--- src/rtl/mem_bus_arbiter_pkg.sv ---
// mem_bus_arbiter_pkg
//  Shared types and constants for the IF/MEM memory bus arbiter.
//  arb_state_e : bus FSM states (one transaction outstanding at a time)
//  owner_e     : which requester owns the transaction in flight
//  SIZE_WORD   : bus_size code used for every instruction fetch
package mem_bus_arbiter_pkg;

   typedef enum logic [1:0] {
      ST_IDLE = 2'd0,
      ST_ADDR = 2'd1,
      ST_DATA = 2'd2
   } arb_state_e;

   typedef enum logic {
      OWN_INST = 1'b0,
      OWN_DATA = 1'b1
   } owner_e;

   localparam logic [1:0] SIZE_WORD = 2'd2;

endpackage

--- src/rtl/mem_bus_arbiter.sv ---
// mem_bus_arbiter
//  Shares one SRAM-like memory port between instruction fetch (IF) and
//  load/store (MEM) of the 5-stage core, raises stall requests for the
//  hazard unit and holds returned read data until the pipeline advances.
//
//  Ports
//   clk, rst                 clock (rising edge), asynchronous active-low reset
//   pipe_stall, flush        pipeline advance / exception flush from the core
//   inst_req/addr/rdata      IF side: request, fetch address, held instruction
//   data_req/we/size/addr/
//   data_wdata/rdata         MEM side: access request fields, held load data
//   stallreq_from_if/mem     requester still waiting for its access
//   bus_req/wr/size/addr/
//   bus_wdata                registered SRAM-like request towards the bridge
//   bus_addr_ok/data_ok/
//   bus_rdata                bridge handshake and read data
module mem_bus_arbiter
   import mem_bus_arbiter_pkg::*;
#(
   parameter int ADDR_W     = 32,
   parameter int DATA_W     = 32,
   parameter bit DATA_FIRST = 1'b1
) (
   input  logic              clk,
   input  logic              rst,
   input  logic              pipe_stall,
   input  logic              flush,
   input  logic              inst_req,
   input  logic [ADDR_W-1:0] inst_addr,
   output logic [DATA_W-1:0] inst_rdata,
   input  logic              data_req,
   input  logic              data_we,
   input  logic [1:0]        data_size,
   input  logic [ADDR_W-1:0] data_addr,
   input  logic [DATA_W-1:0] data_wdata,
   output logic [DATA_W-1:0] data_rdata,
   output logic              stallreq_from_if,
   output logic              stallreq_from_mem,
   output logic              bus_req,
   output logic              bus_wr,
   output logic [1:0]        bus_size,
   output logic [ADDR_W-1:0] bus_addr,
   output logic [DATA_W-1:0] bus_wdata,
   input  logic              bus_addr_ok,
   input  logic              bus_data_ok,
   input  logic [DATA_W-1:0] bus_rdata
);

   arb_state_e        state_q, state_d;
   owner_e            owner_q, owner_d;
   logic              discard_q, discard_d;
   logic              inst_done_q, inst_done_d;
   logic              data_done_q, data_done_d;
   logic [DATA_W-1:0] inst_rdata_q, inst_rdata_d;
   logic [DATA_W-1:0] data_rdata_q, data_rdata_d;
   logic              bus_req_q, bus_req_d;
   logic              bus_wr_q, bus_wr_d;
   logic [1:0]        bus_size_q, bus_size_d;
   logic [ADDR_W-1:0] bus_addr_q, bus_addr_d;
   logic [DATA_W-1:0] bus_wdata_q, bus_wdata_d;

   logic inst_elig;
   logic data_elig;
   logic grant_data;
   logic complete;

   // A requester that already finished stays ineligible until the pipeline
   // advances, which is what guarantees the other side the next grant.
   assign inst_elig  = inst_req & ~inst_done_q;
   assign data_elig  = data_req & ~data_done_q;
   assign grant_data = data_elig & (DATA_FIRST | ~inst_elig);

   assign stallreq_from_if  = inst_req & ~inst_done_q;
   assign stallreq_from_mem = data_req & ~data_done_q;

   assign inst_rdata = inst_rdata_q;
   assign data_rdata = data_rdata_q;
   assign bus_req    = bus_req_q;
   assign bus_wr     = bus_wr_q;
   assign bus_size   = bus_size_q;
   assign bus_addr   = bus_addr_q;
   assign bus_wdata  = bus_wdata_q;

   // Next-state logic. Done flags are cleared first whenever the pipeline
   // advances or flushes; a completion later in this block sets them again,
   // so a set in the same cycle wins over the clear. A transaction already
   // on the bus cannot be aborted, so flush only marks it for discard.
   always_comb begin
      state_d      = state_q;
      owner_d      = owner_q;
      discard_d    = discard_q;
      inst_done_d  = inst_done_q & pipe_stall & ~flush;
      data_done_d  = data_done_q & pipe_stall & ~flush;
      inst_rdata_d = inst_rdata_q;
      data_rdata_d = data_rdata_q;
      bus_req_d    = bus_req_q;
      bus_wr_d     = bus_wr_q;
      bus_size_d   = bus_size_q;
      bus_addr_d   = bus_addr_q;
      bus_wdata_d  = bus_wdata_q;
      complete     = 1'b0;

      case (state_q)
         ST_IDLE: begin
            discard_d = 1'b0;
            if (!flush && (inst_elig || data_elig)) begin
               state_d   = ST_ADDR;
               bus_req_d = 1'b1;
               if (grant_data) begin
                  owner_d     = OWN_DATA;
                  bus_wr_d    = data_we;
                  bus_size_d  = data_size;
                  bus_addr_d  = data_addr;
                  bus_wdata_d = data_wdata;
               end else begin
                  owner_d     = OWN_INST;
                  bus_wr_d    = 1'b0;
                  bus_size_d  = SIZE_WORD;
                  bus_addr_d  = inst_addr;
                  bus_wdata_d = '0;
               end
            end
         end
         ST_ADDR: begin
            if (flush) discard_d = 1'b1;
            if (bus_addr_ok) begin
               bus_req_d = 1'b0;
               if (bus_data_ok) complete = 1'b1;
               else             state_d  = ST_DATA;
            end
         end
         ST_DATA: begin
            if (flush) discard_d = 1'b1;
            if (bus_data_ok) complete = 1'b1;
         end
         default: state_d = ST_IDLE;
      endcase

      // A flush arriving in the completing cycle also discards the result.
      if (complete) begin
         state_d   = ST_IDLE;
         discard_d = 1'b0;
         if (!discard_q && !flush) begin
            if (owner_q == OWN_INST) begin
               inst_done_d = 1'b1;
               if (!bus_wr_q) inst_rdata_d = bus_rdata;
            end else begin
               data_done_d = 1'b1;
               if (!bus_wr_q) data_rdata_d = bus_rdata;
            end
         end
      end
   end

   // State and output registers; reset drops bus_req immediately.
   always_ff @(posedge clk or negedge rst) begin
      if (!rst) begin
         state_q      <= ST_IDLE;
         owner_q      <= OWN_INST;
         discard_q    <= 1'b0;
         inst_done_q  <= 1'b0;
         data_done_q  <= 1'b0;
         inst_rdata_q <= '0;
         data_rdata_q <= '0;
         bus_req_q    <= 1'b0;
         bus_wr_q     <= 1'b0;
         bus_size_q   <= 2'd0;
         bus_addr_q   <= '0;
         bus_wdata_q  <= '0;
      end else begin
         state_q      <= state_d;
         owner_q      <= owner_d;
         discard_q    <= discard_d;
         inst_done_q  <= inst_done_d;
         data_done_q  <= data_done_d;
         inst_rdata_q <= inst_rdata_d;
         data_rdata_q <= data_rdata_d;
         bus_req_q    <= bus_req_d;
         bus_wr_q     <= bus_wr_d;
         bus_size_q   <= bus_size_d;
         bus_addr_q   <= bus_addr_d;
         bus_wdata_q  <= bus_wdata_d;
      end
   end

endmodule

--- config.mk ---
export PLATFORM = sky130hd
export DESIGN_NAME = mem_bus_arbiter
export DESIGN_NICKNAME = d
export VERILOG_FILES = /design/src/rtl/mem_bus_arbiter_pkg.sv /design/src/rtl/mem_bus_arbiter.sv
export SDC_FILE = /design/constraint.sdc
export NUM_CORES = 1
export LEC_CHECK = 0
export CORE_MARGIN = 2
export CORE_UTILIZATION = 41
export CTS_CLUSTER_SIZE = 8
export DETAILED_ROUTE_END_ITERATION = 10
export PLACE_DENSITY = 0.81
export SLEW_MARGIN = 20
export SYNTH_ARGS = -nofsm -noshare
export SYNTH_HDL_FRONTEND = slang
export SYNTH_SLANG_ARGS = --single-unit
--- constraint.sdc ---
create_clock -name clk -period 2.1 [get_ports clk]
set_input_delay 0.21 -clock clk [delete_from_list [all_inputs] [get_ports clk]]
set_output_delay 0.21 -clock clk [all_outputs]
set_load 0.01 [all_outputs]
==> flow_summary.ini <==
[synthesis]
yosysSeqAreaShare_pct = 59.2
synthTopCellsByArea = dfrtp_1 59%, mux2_4 7.7%, nand2_1 6.8%, mux2_2 6.6%, mux2i_1 5.7%
syn_area_mm2 = 0.00583
syn_area_per_cell_um2 = 12.2
synth.distinct_cells = 31
synth_top_area_share_pct = 59.2
yosysWarnings = 0
synth_nets = 622
syn_inst = 478
synth_top_cell_by_area = dfrtp_1
ys_ff_latch = 138

[timing]
min_period_over_period_pct = 97.4
holdWs_ns = 0.333
worstMarginPinSlew_ns = 0.740
fmax_mhz = 489
slew_violations = 0
max_slew_margin_pct = 50.7
min_period_ns = 2.05
setup-violations-final = 0
finClkSkew_ns = 0.0114
hold_viol_final = 0

[power]
leakage_nw = 4.38
powerDensity_mw_per_mm2 = 1440
ir_drop_mv = 0.680

[finish]
area_growth_pct = 62.5
fin_cells = 951
n_antenna_cell = 0
nets = 902
drive_above_1_share_pct = 16.3
final_util_pct = 68.3

[route]
wirelength_mm = 16.7
vias = 4713
drc_errors = 0
wl_per_cell_um = 17.5
drt_first_iter_violations = 265
antenna_left = 0
drt-pass1-iter-count = 4
vias_per_cell = 4.96

[clock_network]
clock_sinks = 138
cts_made_buffers = 17
htree_levels = 4
clk_latency_ns = 0.42
cts_buffer_depth = 2
clock-root-buffer = clkbuf_16
cts_tree = yes
path_clk_slew_ns = 0.06

[die]
dieHeight_um = 123
rows = 43
die-area_mm2 = 0.0152
core_area_mm2 = 0.0139
fp.dieW_um = 123
start_util_pct = 42.0
io_pins = 273

[placement]
dp_cells = 913
hpwl_mm = 11.9
gp_congestion = 0.925
portBuffers = 272

[run_status]
outcome = finished clean

[global_routing]
grt_usage_pct = 21.8
antenna_found_initial = 0
grt_remaining_overflow = 0
grt_max_degree = 139
grt_pass1_vias = 4800
grt_pass1_wl_mm = 25.0

[critical_path]
cp.arrival_ns = 2.34
crit_type = reg2reg
rrSetupSlack_ns = 0.05
crit_fanout = 8
worstSetupEndpointType = register
required_ns = 2.39
start_kind = register

[min_path]
hp-class = in2reg

[job]
cap_violations = 0
what timing repair did:
item,in CTS,in global routing
setup endpoints to repair,6,29
gates cloned,0,1
pin swaps,0,1
endpoints found under the hold margin,138,0
gates resized for setup,1,3
hold buffers,1,0
setup buffers,0,4
power by group:
| part | switching [mW] | internal, mW | total [mW] |
|---|---|---|---|
| logic | 2.28 | 3.36 | 5.64 |
| registers | 0.780 | 3.93 | 4.71 |
| clock network | 1.15 | 2.18 | 3.33 |
routing by layer:
layer  wire [um]  vias up  track usage [%]
met5           0        -                0
met4         289        0             8.10
met3        1770       25             9.32
met2        8020      229             36.2
met1        6590     2270             25.1
li1            -     2189                -
registers in the layout, indices dropped and copies added, names as in the netlist:
name,flops
data_rdata,32
bus_wdata,32
owner_q,1
state_q,2
bus_addr,32
bus_wr,1
inst_done_q,1
data_done_q,1
bus_size,2
bus_req,1
discard_q,1
inst_rdata,32
cells in the mapped netlist (all sizes together):
cell	n
and3	1
mux2i	33
clkbuf	8
o21ai	37
buf	22
nand2b	1
inv	6
nor2b	2
or2b	2
a221o	1
mux2	64
nand3b	1
nor2	5
a21oi	5
and4b	1
nand3	35
o21ba	1
a21o	1
nand2	106
dfrtp	138
ha	5
a22oi	1
a2bb2oi	1
o2bb2ai	1
worst max-delay path: stages (launching register included):
cell and delay [ns]:
dfrtp_2 0.44, inv_1 0.10, ha_2 0.20, a21o_1 0.15, and4b_4 0.27, and3_4 0.28, clkbuf_16 0.19, mux2_4 0.29
per-stage QoR:
step,setup TNS [ns],area (um^2),worst slack [ns],power (mW)
2_1_floorplan,0,5830,0.206,6.92
3_3_place_gp,0,8740,0.0824,10.1
3_5_place_dp,0,8740,0.0109,10.3
4_1_cts,0,9420,0.00797,13.7
5_1_grt,-0.200,9480,-0.0158,14.5
6_report,0,9480,0.0542,13.7
cells by family (layout without fill, tap and decap cells):
| kind of cell | after synthesis | count (layout) | synth area share (%) |
|---|---|---|---|
| compound gates | 48 | 48 | 4.50 |
| flops | 138 | 138 | 59.2 |
| simple gates | 154 | 154 | 11.3 |
| fa+ha+maj | 5 | 5 | 1.07 |
| buf+inv | 36 | 329 | 3.93 |
| mux | 97 | 97 | 19.9 |
layout by cell type (no fill, tap or decap), drive strengths merged, types with 6 or more instances in the layout:
master and count:
clkdlybuf4s50 271, dfrtp 138, nand2 106, mux2 64, o21ai 37, nand3 35
mux2i 33, clkbuf 20, buf 18, inv 7, clkinv 6
final timing paths:
check / from / endpoint / depth (start not counted)
min: data_wdata[18] / bus_wdata[18] / 3
max: state_q[0] / data_rdata[27] / 7
min reg2reg: bus_wdata[3] / bus_wdata[3] / 2
max reg2reg: state_q[0] / data_rdata[27] / 7
max in group asynchronous: rst / state_q[0] / 3
min in group asynchronous: rst / inst_rdata[21] / 3
final cells by class:
type	instances	area (um^2)
clock buffers	19	453
well taps	180	225
inverters	6	22.5
multi-input cells	304	2170
flip-flops and latches	138	3450
repair buffers	291	2940
clock inverters	13	215
fillers	971	4400
(Power assumes the default switching activity.)
